### config.mk
export PLATFORM = sky130hd
export DESIGN_NAME = aud_mix_sched
export DESIGN_NICKNAME = d
export VERILOG_FILES = /design/src/rtl/aud_pkg.sv /design/src/rtl/aud_sat.sv /design/src/rtl/aud_mix_sched.sv
export SDC_FILE = /design/constraint.sdc
export NUM_CORES = 1
export LEC_CHECK = 0
export ABC_AREA = 1
export BUFFER_PORTS_ARGS = -buffer_cell sky130_fd_sc_hd__buf_2
export CAP_MARGIN = 20
export CORE_AREA = 4 4 126 128
export DETAILED_ROUTE_END_ITERATION = 10
export DIE_AREA = 0 0 130 132
export GPL_ROUTABILITY_DRIVEN = 0
export PLACE_DENSITY_LB_ADDON = 0.1
export SETUP_SLACK_MARGIN = 0.5
export SLEW_MARGIN = 30
export SYNTH_ARGS = -nofsm -noshare
export SYNTH_HDL_FRONTEND = slang
export SYNTH_HIERARCHICAL = 1
export SYNTH_SLANG_ARGS = --single-unit
### constraint.sdc
create_clock -name clk_i -period 7.3 [get_ports clk_i]
set_input_delay 0.73 -clock clk_i [delete_from_list [all_inputs] [get_ports clk_i]]
set_output_delay 0.73 -clock clk_i [all_outputs]
set_load 0.01 [all_outputs]
### src/rtl/aud_pkg.sv
// Shared types and helpers for the audio mixing scheduler and its saturator.
// Used by aud_mix_sched, including its optional AUD_MIX_ATTEN_EN attenuation build.
package aud_pkg;

    localparam int unsigned SampleWDefault = 16;

    typedef struct packed {
        logic signed [SampleWDefault-1:0] left;
        logic signed [SampleWDefault-1:0] right;
    } aud_frame_t;

    typedef enum logic [2:0] {
        StIdle,
        StSelect,
        StWait,
        StSat,
        StDone
    } mix_state_e;

    // Headroom for summing num_ch full-scale samples without wrap.
    function automatic int unsigned acc_width(input int unsigned num_ch,
                                              input int unsigned sample_w);
        return sample_w + $clog2(num_ch);
    endfunction

endpackage

### src/rtl/aud_sat.sv
// Combinational saturating narrow of a signed accumulator to OutW bits.
module aud_sat #(
    parameter int unsigned InW  = 18,
    parameter int unsigned OutW = 16
) (
    input  logic [InW-1:0]  acc_i,
    output logic [OutW-1:0] sat_o
);

    if (InW > OutW) begin : g_narrow
        logic [InW-OutW:0] upper;

        always_comb begin
            upper = acc_i[InW-1:OutW-1];
            // In range only when all dropped bits match the new sign bit.
            if ((&upper) || !(|upper)) begin
                sat_o = acc_i[OutW-1:0];
            end else if (acc_i[InW-1]) begin
                sat_o = {1'b1, {(OutW-1){1'b0}}};
            end else begin
                sat_o = {1'b0, {(OutW-1){1'b1}}};
            end
        end
    end else begin : g_pass
        assign sat_o = acc_i;
    end

endmodule

### src/rtl/aud_mix_sched.sv
// Sequential fetch-and-accumulate mixer feeding i2s_tx; each request publishes the previous mix.
// Define AUD_MIX_ATTEN_EN to add per-source 4-bit arithmetic attenuation (ch_atten_i).
module aud_mix_sched
    import aud_pkg::*;
#(
    parameter int unsigned NUM_CH   = 4,
    parameter int unsigned SAMPLE_W = SampleWDefault,
    parameter int unsigned TIMEOUT  = 32
) (
    input  logic                         clk_i,
    input  logic                         rst_ni,
    input  logic                         req_i,
    output logic [2*SAMPLE_W-1:0]        sample_o,
    input  logic [NUM_CH-1:0]            ch_en_i,
`ifdef AUD_MIX_ATTEN_EN
    input  logic [NUM_CH*4-1:0]          ch_atten_i,
`endif
    output logic [NUM_CH-1:0]            ch_req_o,
    input  logic [NUM_CH-1:0]            ch_valid_i,
    input  logic [NUM_CH*SAMPLE_W-1:0]   ch_left_i,
    input  logic [NUM_CH*SAMPLE_W-1:0]   ch_right_i,
    output logic                         busy_o,
    output logic                         underrun_o,
    output logic                         overrun_o
);

    localparam int unsigned AccW = acc_width(NUM_CH, SAMPLE_W);
    localparam int unsigned IdxW = (NUM_CH > 1) ? $clog2(NUM_CH) : 1;
    localparam int unsigned TmoW = (TIMEOUT > 0) ? $clog2(TIMEOUT + 1) : 1;

    mix_state_e                 state_q, state_d;
    logic [IdxW-1:0]            idx_q, idx_d;
    logic [NUM_CH-1:0]          en_q, en_d;
    logic [TmoW-1:0]            tmo_q, tmo_d;
    logic signed [AccW-1:0]     acc_l_q, acc_l_d, acc_r_q, acc_r_d;
    logic [2*SAMPLE_W-1:0]      mix_q, mix_d, sample_q, sample_d;
    logic                       underrun_q, underrun_d, overrun_q, overrun_d;
`ifdef AUD_MIX_ATTEN_EN
    logic [NUM_CH*4-1:0]        atten_q, atten_d;
`endif

    logic signed [SAMPLE_W-1:0] sel_l, sel_r;
    logic signed [AccW-1:0]     add_l, add_r;
    logic [SAMPLE_W-1:0]        sat_l, sat_r;
    logic                       adv, last_ch;

    aud_sat #(.InW(AccW), .OutW(SAMPLE_W)) u_sat_l (.acc_i(acc_l_q), .sat_o(sat_l));
    aud_sat #(.InW(AccW), .OutW(SAMPLE_W)) u_sat_r (.acc_i(acc_r_q), .sat_o(sat_r));

    always_comb begin
        sel_l = ch_left_i[int'(idx_q)*SAMPLE_W +: SAMPLE_W];
        sel_r = ch_right_i[int'(idx_q)*SAMPLE_W +: SAMPLE_W];
`ifdef AUD_MIX_ATTEN_EN
        add_l = AccW'(sel_l) >>> atten_q[int'(idx_q)*4 +: 4];
        add_r = AccW'(sel_r) >>> atten_q[int'(idx_q)*4 +: 4];
`else
        add_l = AccW'(sel_l);
        add_r = AccW'(sel_r);
`endif
    end

    assign last_ch = (idx_q == IdxW'(NUM_CH - 1));

    always_comb begin
        state_d    = state_q;
        idx_d      = idx_q;
        en_d       = en_q;
        tmo_d      = tmo_q;
        acc_l_d    = acc_l_q;
        acc_r_d    = acc_r_q;
        mix_d      = mix_q;
        sample_d   = sample_q;
        underrun_d = 1'b0;
        overrun_d  = 1'b0;
        adv        = 1'b0;
`ifdef AUD_MIX_ATTEN_EN
        atten_d    = atten_q;
`endif

        unique case (state_q)
            StIdle: ;
            StSelect: begin
                if (!en_q[idx_q]) begin
                    adv = 1'b1;
                end else begin
                    tmo_d   = TmoW'(TIMEOUT);
                    state_d = StWait;
                end
            end
            StWait: begin
                if (ch_valid_i[idx_q]) begin
                    acc_l_d = acc_l_q + add_l;
                    acc_r_d = acc_r_q + add_r;
                    adv     = 1'b1;
                end else if (tmo_q <= TmoW'(1)) begin
                    underrun_d = 1'b1;
                    adv        = 1'b1;
                end else begin
                    tmo_d = tmo_q - 1'b1;
                end
            end
            StSat: begin
                mix_d   = {sat_l, sat_r};
                state_d = StDone;
            end
            StDone:  state_d = StIdle;
            default: state_d = StIdle;
        endcase

        if (adv) begin
            if (last_ch) begin
                state_d = StSat;
            end else begin
                idx_d   = idx_q + 1'b1;
                state_d = StSelect;
            end
        end

        // A request always wins: publish the held mix and restart, aborting any pass.
        if (req_i) begin
            sample_d   = mix_q;
            mix_d      = mix_q;
            acc_l_d    = '0;
            acc_r_d    = '0;
            en_d       = ch_en_i;
            idx_d      = '0;
            state_d    = StSelect;
            underrun_d = 1'b0;
            overrun_d  = (state_q != StIdle);
`ifdef AUD_MIX_ATTEN_EN
            atten_d    = ch_atten_i;
`endif
        end
    end

    always_ff @(posedge clk_i or negedge rst_ni) begin
        if (!rst_ni) begin
            state_q    <= StIdle;
            idx_q      <= '0;
            en_q       <= '0;
            tmo_q      <= '0;
            acc_l_q    <= '0;
            acc_r_q    <= '0;
            mix_q      <= '0;
            sample_q   <= '0;
            underrun_q <= 1'b0;
            overrun_q  <= 1'b0;
`ifdef AUD_MIX_ATTEN_EN
            atten_q    <= '0;
`endif
        end else begin
            state_q    <= state_d;
            idx_q      <= idx_d;
            en_q       <= en_d;
            tmo_q      <= tmo_d;
            acc_l_q    <= acc_l_d;
            acc_r_q    <= acc_r_d;
            mix_q      <= mix_d;
            sample_q   <= sample_d;
            underrun_q <= underrun_d;
            overrun_q  <= overrun_d;
`ifdef AUD_MIX_ATTEN_EN
            atten_q    <= atten_d;
`endif
        end
    end

    always_comb begin
        ch_req_o = '0;
        if (state_q == StWait) begin
            ch_req_o[idx_q] = 1'b1;
        end
    end

    assign sample_o   = sample_q;
    assign busy_o     = (state_q != StIdle);
    assign underrun_o = underrun_q;
    assign overrun_o  = overrun_q;

endmodule

# Yosys cells after proc, flatten, opt, wreduce, memory -nomap -nowiden
# Cells that the tools add are included.
[op_classes]
eq_ne = 10
div_mod_pow = 0
mux = 37
bitwise_logic = 1
reduce_logical = 21
n_shift = 2
n_mul = 0
addsub = 4
n_lt_le_gt_ge = 3
[op_table]
columns = ["operator", "n"]
rows = [
  ["variable part select 64 x 7 -> 16 bit", 2],
  ["2-to-1 mux 18 bit", 6],
  ["2-to-1 mux 16 bit", 4],
  ["adder 18 x 16 -> 18 bit", 2],
  ["2-to-1 mux 6 bit", 3],
  ["one-hot mux 6 bit (2 select lines)", 1],
  ["2-to-1 mux 1 bit", 10],
  ["2-to-1 mux 3 bit", 3],
  ["one-hot mux 3 bit (3 select lines)", 1],
  ["2-to-1 mux 2 bit", 4],
  ["!= test 2 bit (second input constant)", 4],
  ["AND reduction 2 bit", 4],
  ["nonzero test 2 bit", 4],
  ["equality test 3 x 2 -> 1 bit (second input constant)", 2],
  ["<= comparator 6 x 1 -> 1 bit (second input constant)", 1],
  ["AND reduction 3 bit", 2],
  ["OR reduction 3 bit", 2],
  ["subtractor 6 x 1 -> 6 bit (second input constant)", 1],
  ["binary-select mux 1 bit (select 2 bit)", 2],
  ["2-to-1 mux 4 bit", 1],
  ["!= test 4 bit (second input constant)", 1],
  ["AND reduction 4 bit", 1],
  ["equality test 3 x 1 -> 1 bit (second input constant)", 1],
  ["logical NOT 3 bit", 1],
  ["other kinds (13)", 15],
]
[totals]
rom_bits = 0
latch_bits = 0
ram_bits = 0
word_cells = 88
memories = 0
out_inout_bits = 39
register_bits = 117
in_bits = 139

# Depth between registers and ports, before layout
# Gate-level depths: netlist of run 1.
[depth]
word_depth = 6
depth_mapped = 18
depth_no_buf = 15

# Cells and area by module
# Netlist of run 1, hierarchy kept.
[by_module_without_submodules]
columns = ["module", "area_each_um2", "cells_each", "instances", "seq_area_each_um2"]
rows = [
  ["aud_mix_sched", 7559.8, 1081, 1, 2927.8],
  ["aud_sat", 193.9, 36, 2, 0.0],
]

# Worst setup path before layout of run 1
# Ideal clock, no wire load.
[synth_path]
path_kind = "register to register"
from = "register idx_q[0]"
to = "register acc_l_q[12]"
arrival_ns = 2.668
setup_time_ns = 0.117
period_less_slack_ns = 2.785
slack_ns = 4.515
path_buffers = 3
stages_incl_launch_ff = 18
path_cell_list = "dfrtp_1 -> buf_4 -> inv_2 -> buf_2 -> buf_1 -> nor2_1 -> o22ai_1 -> ha_1 -> inv_1 -> fa_1 -> o21ai_0 -> nand2_1 -> nand2_1 -> nand2_1 -> nand2_1 -> nand2_1 -> nand3_1 -> nand2_1"
[synth_between]
elab_chain_cells = 5
word_cells_on_any_way = 9
cone_classes = "add/sub: 1; shift: 1; mux: 5; reduce/logical: 2"
[synth_lines]
columns = ["item", "line_no", "text"]
rows = [
  ["start, declared", "aud_mix_sched.sv:32", "logic [IdxW-1:0] idx_q, idx_d;"],
  ["start signal, assigned", "aud_mix_sched.sv:153", "idx_q <= idx_d;"],
  ["variable part select 64 x 7 -> 16 bit", "aud_mix_sched.sv:51", "sel_l = ch_left_i[int'(idx_q)*SAMPLE_W +: SAMPLE_W];"],
  ["adder 18 x 16 -> 18 bit", "aud_mix_sched.sv:92", "acc_l_d = acc_l_q + add_l;"],
  ["2-to-1 mux 18 bit", "aud_mix_sched.sv:91", "if (ch_valid_i[idx_q]) begin"],
  ["2-to-1 mux 18 bit", "aud_mix_sched.sv:80", "unique case (state_q)"],
  ["2-to-1 mux 18 bit", "aud_mix_sched.sv:120", "if (req_i) begin"],
  ["end signal, assigned", "aud_mix_sched.sv:156", "acc_l_q <= acc_l_d;"],
  ["end, declared", "aud_mix_sched.sv:35", "logic signed [AccW-1:0] acc_l_q, acc_l_d, acc_r_q, acc_r_d;"],
]
# Parallel ways exist; a longest one is shown, timed or not. The select of a mux whose other input is x is not followed.
# A chain may end at the register's enable or synchronous reset.

# Worst setup path in the final report of run 1
[layout_path]
from = "register idx_q[0]"
to = "register acc_r_q[12]"
[layout_between]
elab_chain_cells = 5
word_cells_on_any_way = 9
cone_classes = "add/sub: 1; shift: 1; mux: 5; reduce/logical: 2"
[layout_lines]
columns = ["item", "line_no", "text"]
rows = [
  ["variable part select 64 x 7 -> 16 bit", "aud_mix_sched.sv:52", "sel_r = ch_right_i[int'(idx_q)*SAMPLE_W +: SAMPLE_W];"],
  ["adder 18 x 16 -> 18 bit", "aud_mix_sched.sv:93", "acc_r_d = acc_r_q + add_r;"],
  ["2-to-1 mux 18 bit", "aud_mix_sched.sv:91", ""],
  ["2-to-1 mux 18 bit", "aud_mix_sched.sv:80", ""],
  ["2-to-1 mux 18 bit", "aud_mix_sched.sv:120", ""],
  ["end signal, assigned", "aud_mix_sched.sv:157", "acc_r_q <= acc_r_d;"],
  ["end, declared", "aud_mix_sched.sv:35", ""],
]
# Parallel ways exist; a longest one is shown, timed or not. The select of a mux whose other input is x is not followed.

==> metrics, run 1 <==
Max Clock Freq=just under 0.3 GHz; drt total wl=21700 um; number of nets produced by synthesis=approximately 1300; part of the total power dissipated in sequential elements=roughly 29%; Synth top area share=36.8%; proportion of power drawn by combinational gates=~49%; first-pass iteration count of the detailed router=5; number of placed I/O pins=178; Worst Path Required=about 7.6 ns; share of layout cells above drive strength 1=a little under a fifth; Worst Setup Slack post-DPL=roughly 4 ns; number of clock sinks=about 120; maximum level of the CTS H-tree=4; average via count per standard cell=a little over 5; final setup slack of the worst path=3.90 ns; total grt overflow=0; Final Power=between 3 and 4 mW; non-filler cells in the finished layout=1509; max-cap viol count=0; outcome=completed; number of nets still failing antenna checks after routing=0; Multi-input gate area=between 0.004 and 0.005 mm^2; setup TNS after final layout=0 ns; via count of the first global-routing pass=approximately 7000; largest fanout on the critical path=42; most common cell after layout, fill and taps aside=sky130_fd_sc_hd__nand2_1; category of the critical setup timing path=flip-flop to flip-flop; global-route wire length before repair=35400 um; final std cell area, no fill=roughly 0.0094 mm^2; die footprint=about 0.017 mm^2; maximum buffer depth of the clock tree=2; fraction of power spent switching nets=44.2%; Max-slew headroom=37.3%; setup repair after global routing missed its margin=false; dominant cells by area after synthesis=sky130_fd_sc_hd__dfrtp_1 (37%), sky130_fd_sc_hd__nand2_1 (23%), sky130_fd_sc_hd__ha_1 (6.3%); clock tree skew after final layout=approximately 0.0092 ns; number of library cell types mapped by synthesis=38; Post-DP Area=a little under 0.009 mm^2; ANT cells=0; DRC violations left=0; CP Capture Type=flip-flop; commonest cells after routing, fill and taps aside=sky130_fd_sc_hd__nand2_1 (493), sky130_fd_sc_hd__buf_2 (176), sky130_fd_sc_hd__nor2_1 (118), sky130_fd_sc_hd__dfrtp_1 (116), sky130_fd_sc_hd__o21ai_0 (77); number of setup violations in the final report=0; static leakage=roughly 5.3 nW; half-perimeter wire length of the detailed placement result=16200 um; Data arrival, critical path=between 3 and 4 ns; sequential area share after synthesis=between 30% and 40%; Port Buf Inserts=177; net count reported at finish=about 1500; clock latency on the worst-skew pair=between 0.4 and 0.5 ns; Final Hold Fails=0; number of antenna violations at the first check in global routing=0; Inserted Clock Buffers=17; detail-routed net length per standard cell=~14 um; All-Layer GR Usage=between 20% and 30%; placed instance count=1477; number of rows created at floorplan=45; maximum vdd ir drop=about 0.19 mV; utilization after layout=63.2%; Int Power=approximately 1.9 mW; area growth from synthesis to layout=18.3%; actual transition at the worst max-transition pin=around 0.94 ns; Filler Cell Count=1446; Startpoint Class=flip-flop; Power Dens Cells=363 mW/mm^2; clock tree from TritonCTS=done; Sequential cell area=around 0.0029 mm^2; path class of the lowest-slack min-delay path=input port to async pin; count of pins over their slew limit=0; Avg Synthesized Cell Area=around 7 um^2; die height=132 um; Syn Inst Count=1153; number of vias after detailed routing=7846; reg-to-reg slack, setup=3.90 ns; Tcrit/Tclk final=a little under half; clock network power share=22.8%; clock transition time at the flip-flop clock pins of the worst setup and hold paths=~0.060 ns; synth warn=6; Switching Power=1.51 mW; count of routing violations after the opening detailed-route iteration=640; number of setup buffers added after CTS=0; root buffer selected by CTS=sky130_fd_sc_hd__clkbuf_16; initial core utilization=between 50% and 60%; worst hold slack after final layout=0.302 ns; clock period minus final worst setup slack=3.40 ns; Synth area leader=sky130_fd_sc_hd__dfrtp_1; core region area=~0.015 mm^2; Post-CTS Hold Buffers=0; largest net degree at the start of global routing=80; Synth Cell Area=approximately 0.0079 mm^2; # resized after CTS=0; flip-flop and latch count after synthesis=roughly 120; width of the die=between 100 and 150 um
Yosys cell counts, drive strengths merged:
master,count
o22ai,30
a22o,2
nor3,5
o21bai,2
nor2,120
xor2,6
a211oi,1
clkinv,1
a32oi,2
xnor2,10
inv,71
buf,24
a21oi,27
o211ai,2
o21ai,96
nand3b,14
fa,2
dfrtp,117
nand4,4
clkbuf,25
and2,2
nand2,506
nor4,1
nand3,43
ha,40
flip-flops by register name, indices dropped and copies added, names as in the netlist:
signal / flops
mix_q: 32
sample_o: 32
acc_l_q: 18
acc_r_q: 18
tmo_q: 6
en_q: 4
state_q: 3
idx_q: 2
overrun_o: 1
underrun_o: 1
metal layers:
layer  up-vias  part of all wire [%]  GRT usage [%]
li1       4021                     -              -
met1      3511                    47           37.9
met2       278                    44           38.9
met3        36                   7.1           4.38
met4         0                   1.9           7.45
met5         -                     0              0
power by group through the flow:
stage	clock [mW]	combinational (mW)	sequential (mW)
6_report	0.777	1.66	0.979
5_1_grt	0.818	1.89	1.00
4_1_cts	0.784	1.66	0.979
3_5_place_dp	0	1.65	0.987
3_3_place_gp	0	1.62	0.982
2_1_floorplan	0	1.21	0.995
kinds of logic after synthesis:
group	Yosys count	synth area share (%)
flip-flops	117	36.8
AND/OR/NAND/NOR	695	35.7
AO/OA/AOI/OAI	162	11.9
XOR/XNOR	16	1.76
adder cells (fa/ha/maj)	42	6.80
buffers and inverters	121	7.07
worst max-delay path, cell delays in order (launching register included):
cell                      delay (ns)
sky130_fd_sc_hd__dfrtp_2        0.40
sky130_fd_sc_hd__inv_2          0.41
sky130_fd_sc_hd__buf_4          0.47
sky130_fd_sc_hd__o21ai_0        0.14
sky130_fd_sc_hd__o22ai_1        0.22
sky130_fd_sc_hd__ha_1           0.25
sky130_fd_sc_hd__inv_1          0.06
sky130_fd_sc_hd__fa_1           0.41
sky130_fd_sc_hd__o21ai_0        0.36
sky130_fd_sc_hd__nand2_1        0.09
sky130_fd_sc_hd__nand2_1        0.16
sky130_fd_sc_hd__nand2_1        0.09
sky130_fd_sc_hd__nand2_1        0.06
sky130_fd_sc_hd__nand2_1        0.05
sky130_fd_sc_hd__nand3_1        0.07
sky130_fd_sc_hd__nand2_1        0.06
final timing paths:
kind                         startpoint            to  depth (start not counted)
setup / recovery               idx_q[0]   acc_r_q[12]                         15
hold / removal                   rst_ni  sample_o[10]                          1
setup reg to reg               idx_q[0]   acc_r_q[12]                         15
hold reg to reg            sample_o[11]  sample_o[11]                          2
max in group asynchronous        rst_ni      idx_q[0]                          2
min in group clk_i         sample_o[11]  sample_o[11]                          2
layout make-up:
type                       instances  share of cell area [%]
clock buffer                      20                    4.75
clock inverter                    12                    1.14
inverter                          72                    2.90
multi-input combinational        915                    47.4
sequential                       117                    31.2
tap                              188                    2.50
timing repair buffer             185                    10.1
(Power assumes the default switching activity.)
==> inputs of run 2 (changes only) <==
Clock period 7.3 ns to 3.3 ns, I/O delays scaled along.
==> metrics, run 2 (same netlist as run 1, synthesis figures left out) <==
largest net degree at the start of global routing=73 (was 80); setup repair after global routing missed its margin=true (was false); detail-routed net length per standard cell=15.1 um (was 14.4 um); die height=132 um (unchanged); initial core utilization=53.5% (unchanged); static leakage=5.45 nW (was 5.35 nW); number of nets still failing antenna checks after routing=0 (unchanged); clock tree skew after final layout=0.00786 ns (was 0.00921 ns); CP Capture Type=flip-flop (unchanged); clock tree from TritonCTS=done (unchanged); non-filler cells in the finished layout=1518 (was 1509); count of routing violations after the opening detailed-route iteration=724 (was 640); clock transition time at the flip-flop clock pins of the worst setup and hold paths=0.06 ns (about the same); global-route wire length before repair=36100 um (was 35400 um); Startpoint Class=flip-flop (unchanged); path depth of the worst reg2reg path=13 (was 15); placed instance count=1481 (was 1477); final setup slack of the worst path=0.624 ns (was 3.90 ns); number of setup violations in the final report=0 (unchanged); clock period minus final worst setup slack=2.68 ns (was 3.40 ns); share of layout cells above drive strength 1=20.2% (was 19.2%); Worst Setup Slack post-DPL=0.504 ns (was 3.92 ns); Worst Path Required=3.61 ns (was 7.60 ns); Power Dens Cells=833 mW/mm^2 (was 363 mW/mm^2); area growth from synthesis to layout=21.4% (was 18.3%); Data arrival, critical path=2.99 ns (was 3.71 ns); number of rows created at floorplan=45 (unchanged); maximum vdd ir drop=0.521 mV (was 0.186 mV); width of the die=130 um (unchanged); drt total wl=23000 um (was 21700 um); number of vias after detailed routing=8136 (was 7846); maximum level of the CTS H-tree=4 (unchanged); net count reported at finish=1498 (was 1489); most common cell after layout, fill and taps aside=sky130_fd_sc_hd__nand2_1 (unchanged); half-perimeter wire length of the detailed placement result=16600 um (was 16200 um); Tcrit/Tclk final=81.1% (was 46.6%); Inserted Clock Buffers=17 (unchanged); core region area=0.0149 mm^2 (unchanged); setup TNS after final layout=0 ns (unchanged); count of pins over their slew limit=0 (unchanged); category of the critical setup timing path=flip-flop to flip-flop (unchanged); via count of the first global-routing pass=7444 (was 7208); utilization after layout=64.9% (was 63.2%); maximum buffer depth of the clock tree=2 (unchanged); outcome=completed (unchanged); max-cap viol count=0 (unchanged); Port Buf Inserts=177 (unchanged); largest fanout on the critical path=8 (was 42); first-pass iteration count of the detailed router=5 (unchanged); ANT cells=0 (unchanged); Max-slew headroom=41.8% (was 37.3%); DRC violations left=0 (unchanged); actual transition at the worst max-transition pin=0.867 ns (was 0.940 ns); All-Layer GR Usage=26.1% (was 25.7%); Max Clock Freq=0.374 GHz (was 0.294 GHz); clock latency on the worst-skew pair=0.42 ns (about the same); root buffer selected by CTS=sky130_fd_sc_hd__clkbuf_16 (unchanged); Filler Cell Count=1377 (was 1446); die footprint=0.0172 mm^2 (unchanged); average via count per standard cell=5.36 (was 5.20); number of antenna violations at the first check in global routing=1 (was 0); path class of the lowest-slack min-delay path=input port to async pin (unchanged); number of placed I/O pins=178 (unchanged); commonest cells after routing, fill and taps aside=sky130_fd_sc_hd__nand2_1 (493), sky130_fd_sc_hd__buf_2 (176), sky130_fd_sc_hd__nor2_1 (117), sky130_fd_sc_hd__dfrtp_1 (115), sky130_fd_sc_hd__o21ai_0 (75) (was sky130_fd_sc_hd__nand2_1 (493), sky130_fd_sc_hd__buf_2 (176), sky130_fd_sc_hd__nor2_1 (118), sky130_fd_sc_hd__dfrtp_1 (116), sky130_fd_sc_hd__o21ai_0 (77)); total grt overflow=0 (unchanged); number of clock sinks=117 (unchanged); Final Hold Fails=0 (unchanged)
[run 2: cell type report]
| cell class | instances | area, um^2 | share of cell area, % |
|---|---|---|---|
| inverter | 72 | 279 | 2.89 |
| timing repair buffer | 194 | 1110 | 11.5 |
| clock inverter | 11 | 150 | 1.56 |
| clock buffer | 21 | 470 | 4.88 |
| multi-input combinational | 915 | 4470 | 46.3 |
| tap | 188 | 235 | 2.44 |
| sequential | 117 | 2930 | 30.4 |
[run 2: worst max-delay path: stages, from the launching register on]
cell and delay, ns:
sky130_fd_sc_hd__dfrtp_2 0.46, sky130_fd_sc_hd__clkinvlp_4 0.18, sky130_fd_sc_hd__buf_4 0.20, sky130_fd_sc_hd__a32oi_1 0.36
sky130_fd_sc_hd__inv_1 0.12, sky130_fd_sc_hd__fa_1 0.47, sky130_fd_sc_hd__o21ai_2 0.24, sky130_fd_sc_hd__nand2_1 0.09
sky130_fd_sc_hd__nand2_1 0.12, sky130_fd_sc_hd__nand2_1 0.09, sky130_fd_sc_hd__nand2_1 0.06, sky130_fd_sc_hd__nand2_1 0.05
sky130_fd_sc_hd__nand3_1 0.07, sky130_fd_sc_hd__nand2_1 0.05
[run 2: what timing repair did]
item / in CTS / in global routing
cloned: 0 / 3
hold buffers: 0 / 0
gates resized for setup: 1 / 12
setup endpoints to repair: 2 / 10
buffers inserted: 0 / 2
pin swaps: 0 / 0
[run 2: per-layer routing]
metal	share of wire, %	global-route usage, %	up-vias
li1	-	-	4036
met2	44	38.9	380
met5	0	0	-
met3	8.6	4.74	34
met1	46	38.4	3686
met4	1.8	8.31	0
[run 2: power by group]
part	total (mW)	leakage (nW)	switching, mW	internal (mW)
clock network	1.92	0.299	0.677	1.25
logic	3.92	3.55	2.48	1.44
registers	2.19	1.60	0.325	1.87
total	8.04	5.45	3.48	4.55
[run 2: final timing paths]
path	start	end	slack [ns]
min	rst_ni	sample_o[11]	0.02
max reg2reg	idx_q[1]	acc_r_q[12]	0.62
min in group clk_i	ch_en_i[0]	en_q[0]	0.11
min reg2reg	sample_o[3]	sample_o[3]	0.46
max	idx_q[1]	acc_r_q[12]	0.62
max in group asynchronous	rst_ni	mix_q[28]	2.50
[run 2: per-stage QoR]
stage / total power, mW / hold WS, ns / cell area [um^2]
finish: 8.04 / 0.0204 / 9650
global route: 8.68 / 0.0908 / 9650
CTS: 7.82 / 0.0449 / 9520
global placement: 5.81 / 0.449 / 8900
detailed placement: 5.88 / 0.453 / 8900
floorplan: 4.88 / 0.0344 / 7950
